===== src/rtl/serial_add_ctrl_if.sv =====
// Requester-side bundle for serial_add_ctrl: start/operands in, busy/done/result out.
// Carries ovf only when OVF_DETECT_EN is defined.
interface serial_add_ctrl_if #(
    parameter int WIDTH = 8
);
    logic             start;
    logic [WIDTH-1:0] op_a;
    logic [WIDTH-1:0] op_b;
    logic             cin;
    logic             busy;
    logic             done;
    logic [WIDTH-1:0] sum;
    logic             cout;
`ifdef OVF_DETECT_EN
    logic             ovf;

    modport master (
        output start, op_a, op_b, cin,
        input  busy, done, sum, cout, ovf
    );
    modport slave (
        input  start, op_a, op_b, cin,
        output busy, done, sum, cout, ovf
    );
`else
    modport master (
        output start, op_a, op_b, cin,
        input  busy, done, sum, cout
    );
    modport slave (
        input  start, op_a, op_b, cin,
        output busy, done, sum, cout
    );
`endif
endinterface


===== src/rtl/serial_add_ctrl.sv =====
// Bit-serial add controller time-sharing one external full adder, LSB first.
// Optional signed overflow flag when OVF_DETECT_EN is defined.
module serial_add_ctrl #(
    parameter int WIDTH = 8
) (
    input  logic              clk,
    input  logic              rst,
    serial_add_ctrl_if.slave  bus,
    output logic              fa_a,
    output logic              fa_b,
    output logic              fa_cin,
    input  logic              fa_s,
    input  logic              fa_cout
);
    localparam logic [1:0] S_IDLE = 2'd0;
    localparam logic [1:0] S_RUN  = 2'd1;
    localparam logic [1:0] S_DONE = 2'd2;
    localparam int CW = (WIDTH > 1) ? $clog2(WIDTH) : 1;

    logic [1:0]       state;
    logic [WIDTH-1:0] a_sr;
    logic [WIDTH-1:0] b_sr;
    logic [WIDTH-1:0] res;
    logic [WIDTH-1:0] res_nxt;
    logic [WIDTH-1:0] sum_q;
    logic             cout_q;
    logic             carry;
    logic [CW-1:0]    cnt;
    logic             run;
    logic             last;

    assign run     = (state == S_RUN);
    assign last    = run && (cnt == CW'(WIDTH - 1));
    assign res_nxt = {fa_s, res[WIDTH-1:1]};

    // Adder is purely combinational; gate its inputs off outside RUN.
    assign fa_a   = run & a_sr[0];
    assign fa_b   = run & b_sr[0];
    assign fa_cin = run & carry;

    assign bus.busy = (state != S_IDLE);
    assign bus.done = (state == S_DONE);
    assign bus.sum  = sum_q;
    assign bus.cout = cout_q;

    always_ff @(posedge clk) begin
        if (rst) begin
            state  <= S_IDLE;
            a_sr   <= '0;
            b_sr   <= '0;
            res    <= '0;
            carry  <= 1'b0;
            cnt    <= '0;
            sum_q  <= '0;
            cout_q <= 1'b0;
        end else begin
            unique case (1'b1)
                (state == S_IDLE): begin
                    if (bus.start) begin
                        a_sr  <= bus.op_a;
                        b_sr  <= bus.op_b;
                        carry <= bus.cin;
                        cnt   <= '0;
                        state <= S_RUN;
                    end
                end
                run: begin
                    res   <= res_nxt;
                    carry <= fa_cout;
                    a_sr  <= a_sr >> 1;
                    b_sr  <= b_sr >> 1;
                    cnt   <= cnt + CW'(1);
                    if (last) begin
                        state  <= S_DONE;
                        sum_q  <= res_nxt;
                        cout_q <= fa_cout;
                    end
                end
                (state == S_DONE): begin
                    state <= S_IDLE;
                end
                default: begin
                    state <= S_IDLE;
                end
            endcase
        end
    end

`ifdef OVF_DETECT_EN
    logic ovf_q;

    assign bus.ovf = ovf_q;

    // On the MSB cycle the carry flop holds the carry into the MSB.
    always_ff @(posedge clk) begin
        if (rst) begin
            ovf_q <= 1'b0;
        end else if (last) begin
            ovf_q <= carry ^ fa_cout;
        end
    end
`endif
endmodule

===== src/flat_wrapper.sv =====
// flat-port wrapper written by rule: the top's interface ports become plain ports
module serial_add_ctrl_flat 
#(
    parameter int WIDTH = 8
)
  (clk, rst, fa_a, fa_b, fa_cin, fa_s, fa_cout, bus_start, bus_op_a, bus_op_b, bus_cin, bus_busy, bus_done, bus_sum, bus_cout);
  serial_add_ctrl_if #(.WIDTH(WIDTH)) bus_i ();
  input  logic clk;
  input  logic rst;
  output logic fa_a;
  output logic fa_b;
  output logic fa_cin;
  input  logic fa_s;
  input  logic fa_cout;
  input wire logic [$bits(bus_i.start)-1:0] bus_start;
  input wire logic [$bits(bus_i.op_a)-1:0] bus_op_a;
  input wire logic [$bits(bus_i.op_b)-1:0] bus_op_b;
  input wire logic [$bits(bus_i.cin)-1:0] bus_cin;
  output wire logic [$bits(bus_i.busy)-1:0] bus_busy;
  output wire logic [$bits(bus_i.done)-1:0] bus_done;
  output wire logic [$bits(bus_i.sum)-1:0] bus_sum;
  output wire logic [$bits(bus_i.cout)-1:0] bus_cout;
  assign bus_i.start = bus_start;
  assign bus_i.op_a = bus_op_a;
  assign bus_i.op_b = bus_op_b;
  assign bus_i.cin = bus_cin;
  assign bus_busy = bus_i.busy;
  assign bus_done = bus_i.done;
  assign bus_sum = bus_i.sum;
  assign bus_cout = bus_i.cout;
  serial_add_ctrl #(.WIDTH(WIDTH)) u_core (.clk(clk), .rst(rst), .bus(bus_i), .fa_a(fa_a), .fa_b(fa_b), .fa_cin(fa_cin), .fa_s(fa_s), .fa_cout(fa_cout));
endmodule

===== config.mk =====
export PLATFORM = sky130hd
export DESIGN_NAME = serial_add_ctrl_flat
export DESIGN_NICKNAME = d
export VERILOG_FILES = /design/src/rtl/serial_add_ctrl_if.sv /design/src/rtl/serial_add_ctrl.sv /design/src/flat_wrapper.sv
export SDC_FILE = /design/constraint.sdc
export NUM_CORES = 1
export LEC_CHECK = 0
export BUFFER_PORTS_ARGS = -buffer_cell sky130_fd_sc_hd__buf_2
export CAP_MARGIN = 20
export CELL_PAD_IN_SITES_DETAIL_PLACEMENT = 1
export CELL_PAD_IN_SITES_GLOBAL_PLACEMENT = 1
export CORE_ASPECT_RATIO = 0.5
export CORE_MARGIN = 2
export CORE_UTILIZATION = 36
export DETAILED_ROUTE_END_ITERATION = 16
export PLACE_DENSITY_LB_ADDON = 0.25
export SKIP_LAST_GASP = 1
export SLEW_MARGIN = 15
export SYNTH_ARGS = -nofsm -noshare
export SYNTH_HDL_FRONTEND = slang
export SYNTH_SLANG_ARGS = --single-unit

===== constraint.sdc =====
create_clock -name clk -period 1.2 [get_ports clk]
set_input_delay 0.18 -clock clk [delete_from_list [all_inputs] [get_ports clk]]
set_output_delay 0.18 -clock clk [all_outputs]
set_load 0.03 [all_outputs]

Word-level counts from Yosys, hierarchy flattened
Index checks and enable logic that the tools add are counted.
{ "op_classes": {"n_addsub": 1, "n_eq_ne": 5, "muxes": 11, "bitwise_logic": 3, "n_reduce_logical": 7} }
{ "op_table": {"columns": ["cell", "count"], "rows": [
  ["case mux 8 bit (2 select lines)", 2],
  ["two-way mux 8 bit", 2],
  ["case mux 3 bit (2 select lines)", 1],
  ["AND reduction 2 bit", 3],
  ["two-way mux 2 bit", 2],
  ["!= test 2 bit, second input constant", 2],
  ["case mux 2 bit (2 select lines)", 1],
  ["nonzero test 2 bit", 2],
  ["adder 3 x 1 -> 3 bit, second input constant", 1],
  ["bitwise AND 1 bit", 3],
  ["equality test 3 bit, second input constant", 1],
  ["two-way mux 3 bit", 1],
  ["equality test 2 x 1 -> 1 bit, second input constant", 1],
  ["equality test 2 bit, second input constant", 1],
  ["zero test 2 bit", 1],
  ["case mux 1 bit (2 select lines)", 1],
  ["logical AND 1 bit", 1],
  ["two-way mux 1 bit", 1]
]} }
{ "totals": {"register_bits": 39, "in_bits": 22, "output_inout_bits": 14, "wordCells": 35} }

Depth between registers and ports, before layout
{ "logic_depth": {"depth_word": 4, "mapped_depth": 6, "depth_no_buf": 5} }

Least setup slack after synthesis
Ideal clock, no wire load.
{ "synth_path": {"kind": "register -> register", "startpoint": "reg u_core.cnt[0]", "endpoint": "reg u_core.cout_q, in the netlist u_core.bus.cout", "setup_time_ps": 144, "arrival_time_ps": 1140, "required_time_ps": 1056, "path_slack_ps": -84, "stages_incl_launch_ff": 7, "path_buffers": 1, "period_less_slack_ps": 1284, "cell_sequence": "dfxtp_1 -> ha_1 -> ha_1 -> and3b_1 -> clkbuf_2 -> nand2_1 -> a21oi_1"} }
{ "synth_between": {"elab_chain_cells": 3} }
{ "synth_rtl": {"columns": ["element", "line_no", "source"], "rows": [
  ["start, declared", "serial_add_ctrl.sv:28", "logic [CW-1:0] cnt;"],
  ["start signal, assigned", "serial_add_ctrl.sv:72", "cnt <= cnt + CW'(1);"],
  ["equality test 3 bit", "serial_add_ctrl.sv:33", "assign last = run && (cnt == CW'(WIDTH - 1));"],
  ["logical AND 1 bit", "serial_add_ctrl.sv:33", null],
  ["AND reduction 2 bit (no source line)", null, null],
  ["end signal, assigned", "serial_add_ctrl.sv:76", "cout_q <= fa_cout;"],
  ["end, declared", "serial_add_ctrl.sv:26", "logic cout_q;"]
]} }
No other way between the ends.
A chain may end at the register's enable or synchronous reset.

Final worst setup path
{ "layout_path": {"startpoint": "reg u_core.state[1]", "endpoint": "out fa_b"} }
{ "layout_between": {"elab_chain_cells": 2} }
{ "layout_rtl": {"columns": ["element", "line_no", "source"], "rows": [
  ["start, declared", "serial_add_ctrl.sv:20", "logic [1:0] state;"],
  ["start signal, assigned", "serial_add_ctrl.sv:48", "state <= S_IDLE;"],
  ["start signal, assigned", "serial_add_ctrl.sv:64", "state <= S_RUN;"],
  ["start signal, assigned", "serial_add_ctrl.sv:74", "state <= S_DONE;"],
  ["equality test 2 x 1 -> 1 bit", "serial_add_ctrl.sv:32", "assign run = (state == S_RUN);"],
  ["bitwise AND 1 bit", "serial_add_ctrl.sv:38", "assign fa_b = run & b_sr[0];"],
  ["end, declared", "flat_wrapper.sv:11", "output logic fa_b;"]
]} }
No other way between the ends.

==> metrics.md <==
| Metric | Value |
|---|---|
| Initial Util | `0.379` |
| Async S/R FF share, synth | `0` |
| Tmin final | `between 1 and 1.5 ns` |
| PnR Total Power | `~2800 uW` |
| Share of post-route cells with drive strength above 1 | `0.547` |
| Post-Syn Instances | `around 170` |
| Crit path DAT | `about 1.2 ns` |
| Dpl hpwl | `about 2400 um` |
| Avg WL per Cell | `about 16 um` |
| Max frequency | `739 MHz` |
| Worst setup margin | `-0.153 ns` |
| Fin. max-slew vios | `0` |
| WP data required | `approximately 1 ns` |
| Die area | `roughly 5300 um2` |
| First-pass GRT wire length | `between 6000 and 7000 um` |
| Vias | `1408` |
| Setup violations, final | `18` |
| Crit path buf inv count | `1` |
| CP peak stage delay | `between 0.3 and 0.4 ns` |
| Clk Tree Root Cell | `clkbuf_8` |
| Clk sink count | `38` |
| Syn nets | `196` |
| Post-route DRC | `0` |
| Post-synth EDFFs | `0` |
| Final WL | `4500 um` |
| Pre-CTS WS | `-0.136 ns` |
| PD cells | `between 1000 and 1500 nW/um2` |
| First drt pass iteration count | `4` |
| Leak | `around 0.00096 uW` |
| Syn avg cell area | `approximately 9.8 um2` |
| Area growth from synthesis to layout | `39.5%` |
| Clk_skew | `between 0.009 and 0.01 ns` |
| CP Capture Type | `primary output` |
| Top Metal Used | `met4` |
| Cell area after placement | `just under 2000 um2` |
| Final TNS setup | `-1.04 ns` |
| Antenna violations before repair | `0` |
| Antenna cell count | `0` |
| Worst slew pin tran | `0.234 ns` |
| Gr ovfl total | `0` |
| Met2 WL | `between 2000 and 2500 um` |
| Final GP Congestion | `between 0.7 and 0.8` |
| Post-synthesis register bit count | `38` |
| Crit-path cells | `and2b_2 > and2_4 > buf_6` |
| Vias/cell | `roughly 5` |
| Sequential element share of the synthesized area | `0.451` |
| Number of global-route vias before repair | `1440` |
| Largest net degree at the start of global routing | `39` |
| Synth area leader | `dfxtp_1` |
| Site Rows | `17` |
| Synth Cell Area | `~1700 um2` |
| Type of the most critical hold path | `in -> reg` |
| GRT Util Overall | `0.173` |
| Count leader, synth | `dfxtp_1` |
| Failing checks | `negative setup slack` |
| Tcrit/Tclk final | `1.13` |
| Inserted Clock Buffers | `5` |
| H-Tree Level Count | `2` |
| Final Hold Fails | `0` |
| RSZ-0062 raised after global routing | `true` |
| Critical Path Start Type | `flop` |
| Port buffer count | `35` |
| CTS clk-pin slew, worst paths | `around 0.080 ns` |
| Yosys warning count | `0` |
| CTS tree | `yes` |
| Max clock buf depth | `2` |
| Status | `finished with violations` |
| Die height | `around 52 um` |
| Met3 WL post-DR | `around 150 um` |
| # IOs | `36` |
| Most frequent cells after synthesis | `38 x dfxtp_1, 32 x nand2_1, 16 x a21oi_1, 16 x mux2i_1, 15 x a211oi_2` |
| Crit path kind | `reg -> out` |
| Max Cap Violations | `0` |
| DRT antenna net count | `0` |
| Met1 WL | `1950 um` |
| Maximum VDD drop | `0.448 mV` |
| CP delay by family, top | `simple AND/OR/NAND/NOR gates` |
| Area of the core | `4450 um2` |
| Largest cells by area after synthesis | `dfxtp_1 45%, a211oi_2 11%, mux2i_1 9.5%` |
| Post-Layout Inst Area | `between 2000 and 2500 um2` |
| Die Width | `101 um` |
| Main synth FF type | `dfxtp_1` |
| # fillers | `around 500` |
| Final net count | `between 200 and 250` |
| Yosys cell types | `27` |
| Slowest stage cell, crit path | `dfxtp_4` |
| Worst skew pair latency | `0.29 ns` |
| Post-synth top area share | `0.451` |
| DRT iter0 DRCs | `35` |
| Peak fanout along the critical path | `4` |
| Max_slew headroom | `0.839` |
==> per-stage QoR <==
step	util	instances	hold slack, ns
final	0.529	280	0.140
after global routing	0.529	280	0.153
after CTS	0.519	280	0.129
after detailed placement	0.447	262	0.437
after global placement	0.447	262	0.421
after floorplan	-	172	0.316
==> path summary, 6_finish.rpt <==
check,start,end,slack [ns],cells after the start
max reg2reg,u_core.state[1],u_core.b_sr[2],-0.06,5
min reg2reg,u_core.bus.sum[7],u_core.bus.sum[7],0.46,2
max,u_core.state[1],fa_b,-0.15,3
min,bus_op_b[7],u_core.b_sr[7],0.14,3
==> report_power, final <==
part	total (uW)	switching, uW	internal (uW)
Clock	918	454	464
Combinational	470	230	241
Sequential	1370	54.1	1320
Total	2760	738	2020
==> repair_timing <==
item / in CTS / in global routing
gates cloned: 3 / 1
gates resized for setup: 32 / 24
hold buffers: 0 / 0
pin swaps: 12 / 20
endpoints found under the setup margin: 40 / 32
buffers inserted: 7 / 3
==> cell usage in the layout, fill, tap and decap left out, types with 2 or more instances in the layout <==
| cell | synthesis | final |
|---|---|---|
| nand2_2 | 0 | 5 |
| nor2_4 | 0 | 5 |
| dfxtp_1 | 38 | 34 |
| a22oi_2 | 0 | 2 |
| clkbuf_8 | 0 | 6 |
| and2_4 | 0 | 3 |
| buf_4 | 4 | 11 |
| nand2_1 | 32 | 27 |
| mux2i_1 | 16 | 16 |
| a22oi_1 | 4 | 2 |
| a211oi_2 | 15 | 16 |
| nor2_1 | 7 | 6 |
| buf_12 | 0 | 4 |
| a21oi_1 | 16 | 12 |
| ha_4 | 0 | 2 |
| dfxtp_4 | 0 | 3 |
| nor2_2 | 14 | 10 |
| a21oi_2 | 0 | 4 |
| and3b_2 | 0 | 2 |
| buf_6 | 4 | 8 |
| buf_2 | 1 | 30 |
==> layer usage <==
metal,vias to the layer above,global-route usage
met1,691,0.204
met2,24,0.308
met3,2,0.0507
li1,691,-
met5,-,0
met4,0,0.0548
==> registers in the layout (all words and copies together) (netlist names) <==
name and cells:
u_core.a_sr 8, u_core.b_sr 8, u_core.bus.sum 8, u_core.res 7, u_core.cnt 3, u_core.state 2
u_core.bus.cout 1, u_core.carry 1
==> final cells by class <==
type	count	area (um2)	share of cell area
repair buffers	55	443	0.188
flip-flops and latches	38	773	0.329
multi-input cells	121	971	0.413
inverters	1	3.75	0.00159
well taps	57	71.3	0.0303
clock buffers	7	86.3	0.0367
clock inverters	1	5.00	0.00213
==> worst register-to-register path, cell delays in order, from the launching register on <==
cell and delay, ns:
dfxtp_4 0.36, buf_4 0.13, o21ba_4 0.32, buf_8 0.17, nor2_4 0.04, a211oi_2 0.17
==> cells by family (layout without fill, tap and decap cells) <==
kind of cell | Yosys count | in the layout | synth area share
and+or+nand+nor | 64 | 65 | 0.185
AOI/OAI and AO/OA | 38 | 38 | 0.195
DFF | 38 | 38 | 0.451
muxes | 16 | 16 | 0.0950
buffers and inverters | 14 | 64 | 0.0593
adders and majority gates | 2 | 2 | 0.0148
No activity file was read; power rests on OpenSTA's default activity.
